$ cat config.mk
export PLATFORM = sky130hd
export DESIGN_NAME = bcd_conv_seq
export DESIGN_NICKNAME = d
export VERILOG_FILES = /design/src/rtl/bcd_pkg.sv /design/src/rtl/bcd_digit_adj.sv /design/src/rtl/bcd_conv_seq.sv
export SDC_FILE = /design/constraint.sdc
export NUM_CORES = 1
export LEC_CHECK = 0
export CORE_UTILIZATION = 51
export CTS_BUF_LIST = sky130_fd_sc_hd__clkbuf_8
export CTS_CLUSTER_DIAMETER = 120
export DETAILED_ROUTE_END_ITERATION = 10
export PLACE_DENSITY = 0.78
export SLEW_MARGIN = 20
export SYNTH_ARGS = -nofsm -noshare
export SYNTH_HDL_FRONTEND = slang
export SYNTH_HIERARCHICAL = 1
export SYNTH_SLANG_ARGS = --single-unit
$ cat constraint.sdc
create_clock -name clk -period 1.45 [get_ports clk]
set_clock_uncertainty 0.1 [all_clocks]
set_input_delay 0.29 -clock clk [delete_from_list [all_inputs] [get_ports clk]]
set_output_delay 0.29 -clock clk [all_outputs]
set_load 0.02 [all_outputs]
$ cat src/rtl/bcd_pkg.sv
// Shared constants, state encoding and elaboration-time helpers for the
// sequential binary-to-BCD converter.
package bcd_pkg;

    localparam int BITPERCH = 4;
    localparam logic [3:0] DIGIT_BLANK = 4'hF;

    typedef enum logic [1:0] {
        IDLE  = 2'd0,
        SHIFT = 2'd1,
        DONE  = 2'd2
    } state_t;

    // 10^n, used at elaboration time to find the largest representable value.
    function automatic longint pow10(input int n);
        longint p;
        p = 1;
        for (int i = 0; i < n; i++) begin
            p = p * 10;
        end
        return p;
    endfunction

endpackage

$ cat src/rtl/bcd_digit_adj.sv
// Double-dabble digit correction: a BCD digit of 5 or more gets +3 before the shift.
module bcd_digit_adj (
    input  logic [3:0] digit,
    output logic [3:0] adjusted
);

    assign adjusted = (digit >= 4'd5) ? (digit + 4'd3) : digit;

endmodule

$ cat src/rtl/bcd_conv_seq.sv
// Sequential double-dabble converter: one input bit per cycle, valid/ready on both sides.
// Overflowing words render as all-0xF digits with ovf set.
module bcd_conv_seq
    import bcd_pkg::*;
#(
    parameter int BIN_W  = 10,
    parameter int DIGITS = 3
) (
    input  logic                         clk,
    input  logic                         RSTn,
    input  logic                         in_valid,
    output logic                         in_ready,
    input  logic [BIN_W-1:0]             bin_in,
    output logic                         out_valid,
    input  logic                         out_ready,
    output logic [BITPERCH*DIGITS-1:0]   bcd_out,
    output logic                         ovf
);

    // Handshake rules: a word is taken on a rising edge where in_valid&in_ready;
    // a result is taken on a rising edge where out_valid&out_ready. in_ready
    // depends only on registered state, and results stay stable until taken.

    localparam int BCD_W = BITPERCH * DIGITS;
    localparam int CNT_W = $clog2(BIN_W + 1);
    localparam int TOT_W = BCD_W + BIN_W;
    localparam logic [63:0] MAX_DEC = 64'(pow10(DIGITS) - 1);

    state_t             state;
    logic [CNT_W-1:0]   cnt;
    logic [BIN_W-1:0]   bin_r;
    logic [BCD_W-1:0]   bcd_r;
    logic               ovf_r;

    logic [BCD_W-1:0]   bcd_adj;
    logic [TOT_W-1:0]   shifted;
    logic [BCD_W-1:0]   bcd_next;
    logic [BIN_W-1:0]   bin_next;

    for (genvar g = 0; g < DIGITS; g++) begin : g_adj
        bcd_digit_adj u_adj (
            .digit    (bcd_r[g*BITPERCH +: BITPERCH]),
            .adjusted (bcd_adj[g*BITPERCH +: BITPERCH])
        );
    end

    // The bit leaving the top digit is dropped; ovf already flags that case.
    assign shifted  = {bcd_adj, bin_r} << 1;
    assign bcd_next = shifted[TOT_W-1:BIN_W];
    assign bin_next = shifted[BIN_W-1:0];

    assign in_ready = (state == IDLE);

    always_ff @(posedge clk or negedge RSTn) begin
        if (!RSTn) begin
            state     <= IDLE;
            cnt       <= '0;
            bin_r     <= '0;
            bcd_r     <= '0;
            ovf_r     <= 1'b0;
            out_valid <= 1'b0;
            bcd_out   <= '0;
            ovf       <= 1'b0;
        end else begin
            case (state)
                IDLE: begin
                    if (in_valid) begin
                        bin_r <= bin_in;
                        bcd_r <= '0;
                        cnt   <= CNT_W'(BIN_W);
                        ovf_r <= (64'(bin_in) > MAX_DEC);
                        state <= SHIFT;
                    end
                end
                SHIFT: begin
                    bcd_r <= bcd_next;
                    bin_r <= bin_next;
                    cnt   <= cnt - CNT_W'(1);
                    if (cnt == CNT_W'(1)) begin
                        state     <= DONE;
                        out_valid <= 1'b1;
                        bcd_out   <= ovf_r ? {DIGITS{DIGIT_BLANK}} : bcd_next;
                        ovf       <= ovf_r;
                    end
                end
                DONE: begin
                    if (out_ready) begin
                        state     <= IDLE;
                        out_valid <= 1'b0;
                    end
                end
                default: state <= IDLE;
            endcase
        end
    end

endmodule

== Word-level counts from Yosys, hierarchy flattened ==
Index checks and enable logic that the tools add are counted.

* Flip-flop bits (word level): 43
* Bits of input ports: 14
* Output and inout port bits: 15
* Word-level logic and storage cells: 47

* $add $sub $neg: 4
* $lt $le $gt $ge: 4
* Equality and inequality tests: 6
* Mux-type cells: 17
* Reductions and logical operators: 8

{| class="wikitable"
|+ Operators with widths
! kind !! count
|-
| $mux 12 || 2
|-
| $pmux 12 s2 || 1
|-
| $pmux 10 s2 || 1
|-
| $ge 4x3->1 const B || 3
|-
| $mux 4 || 3
|-
| $gt 10x10->1 const B || 1
|-
| $mux 10 || 1
|-
| $add 4x2->4 const B || 2
|-
| $pmux 4 s2 || 1
|-
| $mux 2 || 3
|-
| $ne 2x2->1 const B || 3
|-
| $pmux 2 s3 || 1
|-
| $reduce_and 2->1 || 3
|-
| $reduce_and 3->1 || 2
|-
| $eq 4x1->1 const B || 1
|-
| $reduce_bool 2->1 || 2
|-
| $sub 4x1->4 const B || 1
|-
| $add 3x2->3 const B || 1
|-
| $mux 3 || 1
|-
| $eq 2x1->1 const B || 1
|-
| $eq 2x2->1 const B || 1
|-
| $logic_not 2->1 || 1
|-
| $mux 1 || 2
|-
| $pmux 1 s2 || 1
|}

== Logic depth before layout (Yosys ltp) ==
* Depth in word-level cells: 3
* Gate-level depth with buffers: 7
* Gate-level depth less buffers: 7

== Hierarchy ==
The synthesis kept the hierarchy.

{| class="wikitable"
|+ By module, submodules not included
! module !! instances !! cells an instance !! area an instance (um2) !! seq. area each (um2)
|-
| bcd_conv_seq || 1 || 192 || 1,914.3 || 1,076.0
|-
| bcd_digit_adj || 3 || 16 || 101.3 || 0.0
|}

== Worst setup path after synthesis ==
No wires, ideal clock.

* Path kind: reg-to-reg
* From: register bcd_r[8]
* To: register bcd_out[10]
* Data arrival time: 1.369 ns
* Required time: 1.268 ns
* Setup slack: -0.101 ns
* Stages on the path, launching flop included: 7
* Path buffers: 0
* Cells stage by stage: dfrtp_1 > ha_1 > nand2b_1 > a21oi_2 > mux2i_1 > nor2_1 > a31oi_1

* Longest elaborated chain between the ends: 3
* Elaborated cells between the ends (all ways): 4

{| class="wikitable"
|+ Ends and longest elaborated chain
! element !! line !! text
|-
| start: declaration || bcd_conv_seq.sv:32 || <nowiki>logic [BCD_W-1:0] bcd_r;</nowiki>
|-
| start signal: assignment || bcd_conv_seq.sv:76 || <nowiki>bcd_r <= bcd_next;</nowiki>
|-
| $ge 4x3->1 / $add 3x2->3 (equally long branches) || bcd_digit_adj.sv:7 || <nowiki>assign adjusted = (digit >= 4'd5) ? (digit + 4'd3) : digit;</nowiki>
|-
| $mux 3 (*) || bcd_digit_adj.sv:7 ||
|-
| via bcd_adj[9] || bcd_conv_seq.sv:35 || <nowiki>logic [BCD_W-1:0] bcd_adj;</nowiki>
|-
| $mux 12 (*) || bcd_conv_seq.sv:82 || <nowiki>bcd_out <= ovf_r ? {DIGITS{DIGIT_BLANK}} : bcd_next;</nowiki>
|-
| end signal: assignment || bcd_conv_seq.sv:82 ||
|-
| end: declaration || bcd_conv_seq.sv:16 || <nowiki>output logic [BITPERCH*DIGITS-1:0] bcd_out,</nowiki>
|}

The timed path passes the listed nets; every way through them passes the cells marked *.
A chain may end at the register's enable or synchronous reset.

== Worst setup path in the final report ==
* From: register bcd_r[0]
* To: register bcd_out[2]

* Longest elaborated chain between the ends: 3
* Elaborated cells between the ends (all ways): 4

{| class="wikitable"
|+ Ends and longest elaborated chain
! element !! line
|-
| $add 4x2->4 / $ge 4x3->1 (equally long branches) || bcd_digit_adj.sv:7
|-
| $mux 4 (*) || bcd_digit_adj.sv:7
|-
| via bcd_adj[1] || bcd_conv_seq.sv:35
|-
| $mux 12 (*) || bcd_conv_seq.sv:82
|}

Marks and branches as above.

==> qor.txt <==
Worst EP required: 1.58 ns
Cell-by-cell trace of the critical path: ha_4 > nand2b_4 > a21oi_4 > mux2i_1 > nor2_1 > a31oi_1
Initial Utilization: 54.18%
Combinational Power Share: 56.7%
Initial antenna violation count: 0
Tcrit/Tclk final: 110.1%
CTS max path bufs: 2
PortBufs: 28
Synthesized area: 0.002198 sq mm
CP top delay family: flip-flops
Post-Synthesis Cells: 236
CP max stage delay: 0.45 ns
Worst slack, placed: -0.3262 ns
Total gr overflow: 0
Startpoint types: flip-flop
CP max stage cell: dfrtp_2
Drt first pass iters: 4
Pin count of the biggest net entering global routing: 44
Final Max Slew Viols: 0
Max Clock Freq: 626.1 MHz
Hpwl dp: 2992 um
Worst path bufs/invs: 0
Drt total wl: 5174 um
Slew HR: 62.65%
Clock Root Buffer: clkbuf_8
Via count: 1869
Data arrival, critical path: 1.72 ns
Inst Count DP: 320
Clock Sinks: 43
Layout cells sized above 1: 32.88%
Leak pwr: 1.433 nW
Peak VDD IR: 1.189 mV
Worst-path clk slew: 0.08 ns
Worst-Skew Late Latency: 0.30 ns
Core box area: 0.004058 sq mm
Final setup viols: 13
Nets: 314
Failing checks: setup timing
Setup_tns: -0.6946 ns
Final WS setup: -0.1471 ns
Final Non-Filler Cells: 342
Critical path endpoint category: flip-flop
Die area: 0.004577 sq mm
TritonCTS Buffers: 5
Final weighted congestion in routability-driven placement: 0.7847
Tmin final: 1.597 ns
Fin area: 0.003077 sq mm
Area Growth Syn to Fin: 39.95%
Die height: 67.66 um
Vias in the first global route: 1772
Minimum hold slack: 0.3834 ns
DRC viols: 0
Worst Hold Class: flip-flop to flip-flop
Critical path class: flip-flop to flip-flop
CP max FO: 4
Tot Pwr: 7.205 mW
Std cell rows: 23
Routed WL per cell: 15.13 um
Switch Pwr: 3.029 mW
H-tree depth: 2
Initial DRC Count: 108
Synth Warn #: 6
Pwr Density: 2342 mW/mm^2
# diodes: 0
Hold Fails Final Rpt: 0
RSZ-0062 raised after global routing: yes
Final core occ: 75.82%
Number of vias per cell: 5.465
Internal power: 4.176 mW
TritonCTS clock tree: built
Placement Cell Area: 0.002679 sq mm
Num ports: 29
Count of antenna-violating nets left after detailed routing: 0
Global-route usage over all layers: 23.88%
Maxcap violations: 0
DIE WIDTH: 67.66 um
Clock power share: 12.5%
Status: complete, but fails checks
Worst-Margin Slew: 0.5602 ns
First-pass GRT wire length: 7955 um
Syn nets: 258
Switching Fraction: 42.04%
Flop pwr share: 30.8%
Synthesized area per cell: 9.315 sq um
## final cells by class
type                            instances  area, sq um
Multi-Input combinational cell        170         1216
Sequential cell                        43         1081
Fill cell                             271        980.9
Timing Repair Buffer                   63        580.6
Clock buffer                            5        68.82
Tap cell                               50        62.56
Clock inverter                          2        33.78
Inverter                                9        33.78
## layout by cell type (no fill, tap or decap), types with 2 or more instances in the layout
master / instances
xnor2_2: 3
ha_4: 7
nand3_2: 8
nor2_1: 15
buf_4: 24
nand3_1: 6
o21ai_0: 7
nand2_1: 56
buf_2: 2
o21ai_1: 3
a22oi_1: 3
nand2_2: 3
a21oi_4: 3
clkbuf_8: 5
inv_2: 7
clkdlybuf4s50_1: 11
buf_12: 3
a31oi_1: 13
nand2b_4: 3
nand2b_1: 4
o21ai_2: 2
dlygate4sd2_1: 15
dfrtp_2: 4
buf_6: 7
inv_1: 3
mux2i_1: 3
a22oi_2: 6
a21oi_1: 12
dfrtp_1: 39
## layer usage
metal	global-route usage, %	wire length [um]	up-vias
met3	5.068	246	9
met5	0	0	-
met1	30.63	2196	900
met2	38.74	2627	45
li1	-	-	915
met4	10.11	102	0
## power by group through the flow
stage | registers, mW | logic, mW | clock network, mW
3_5_place_dp | 2.17 | 3.47 | 0
5_1_grt | 2.29 | 4.50 | 0.974
6_report | 2.22 | 4.08 | 0.904
4_1_cts | 2.17 | 3.77 | 0.919
3_3_place_gp | 2.16 | 3.36 | 0
2_1_floorplan | 2.35 | 2.12 | 0
## repair_timing
action	CTS	global route
endpoints found under the setup margin	37	32
pin swaps	11	10
setup buffers	9	3
endpoints found under the hold margin	43	0
gates cloned	2	0
gates resized for setup	44	25
hold buffers	1	0
## state kept, by name, summed over array words and instances (netlist names)
signal	cells
bcd_out	12
ovf	1
bcd_r	12
bin_r	10
cnt	4
out_valid	1
ovf_r	1
state	2
## worst paths after layout
check                                startpoint                endpoint  slack (ns)  depth (start not counted)
max                        bcd_r[0]$_DFFE_PN0P_  bcd_out[2]$_DFFE_PN0P_       -0.15                          6
min                        bin_r[3]$_DFFE_PN0P_    bin_r[3]$_DFFE_PN0P_        0.38                          2
max reg2reg                bcd_r[0]$_DFFE_PN0P_  bcd_out[2]$_DFFE_PN0P_       -0.15                          6
min reg2reg                bin_r[3]$_DFFE_PN0P_    bin_r[3]$_DFFE_PN0P_        0.38                          2
max in group asynchronous                  RSTn    bcd_r[8]$_DFFE_PN0P_        0.64                          3
min in group asynchronous                  RSTn   out_valid$_DFFE_PN0P_        0.39                          3
## worst register-to-register path: stages, from the launching register on
cell	delay [ns]
dfrtp_2	0.45
ha_4	0.17
nand2b_4	0.14
a21oi_4	0.17
mux2i_1	0.28
nor2_1	0.07
a31oi_1	0.15
(Power assumes the default switching activity.)
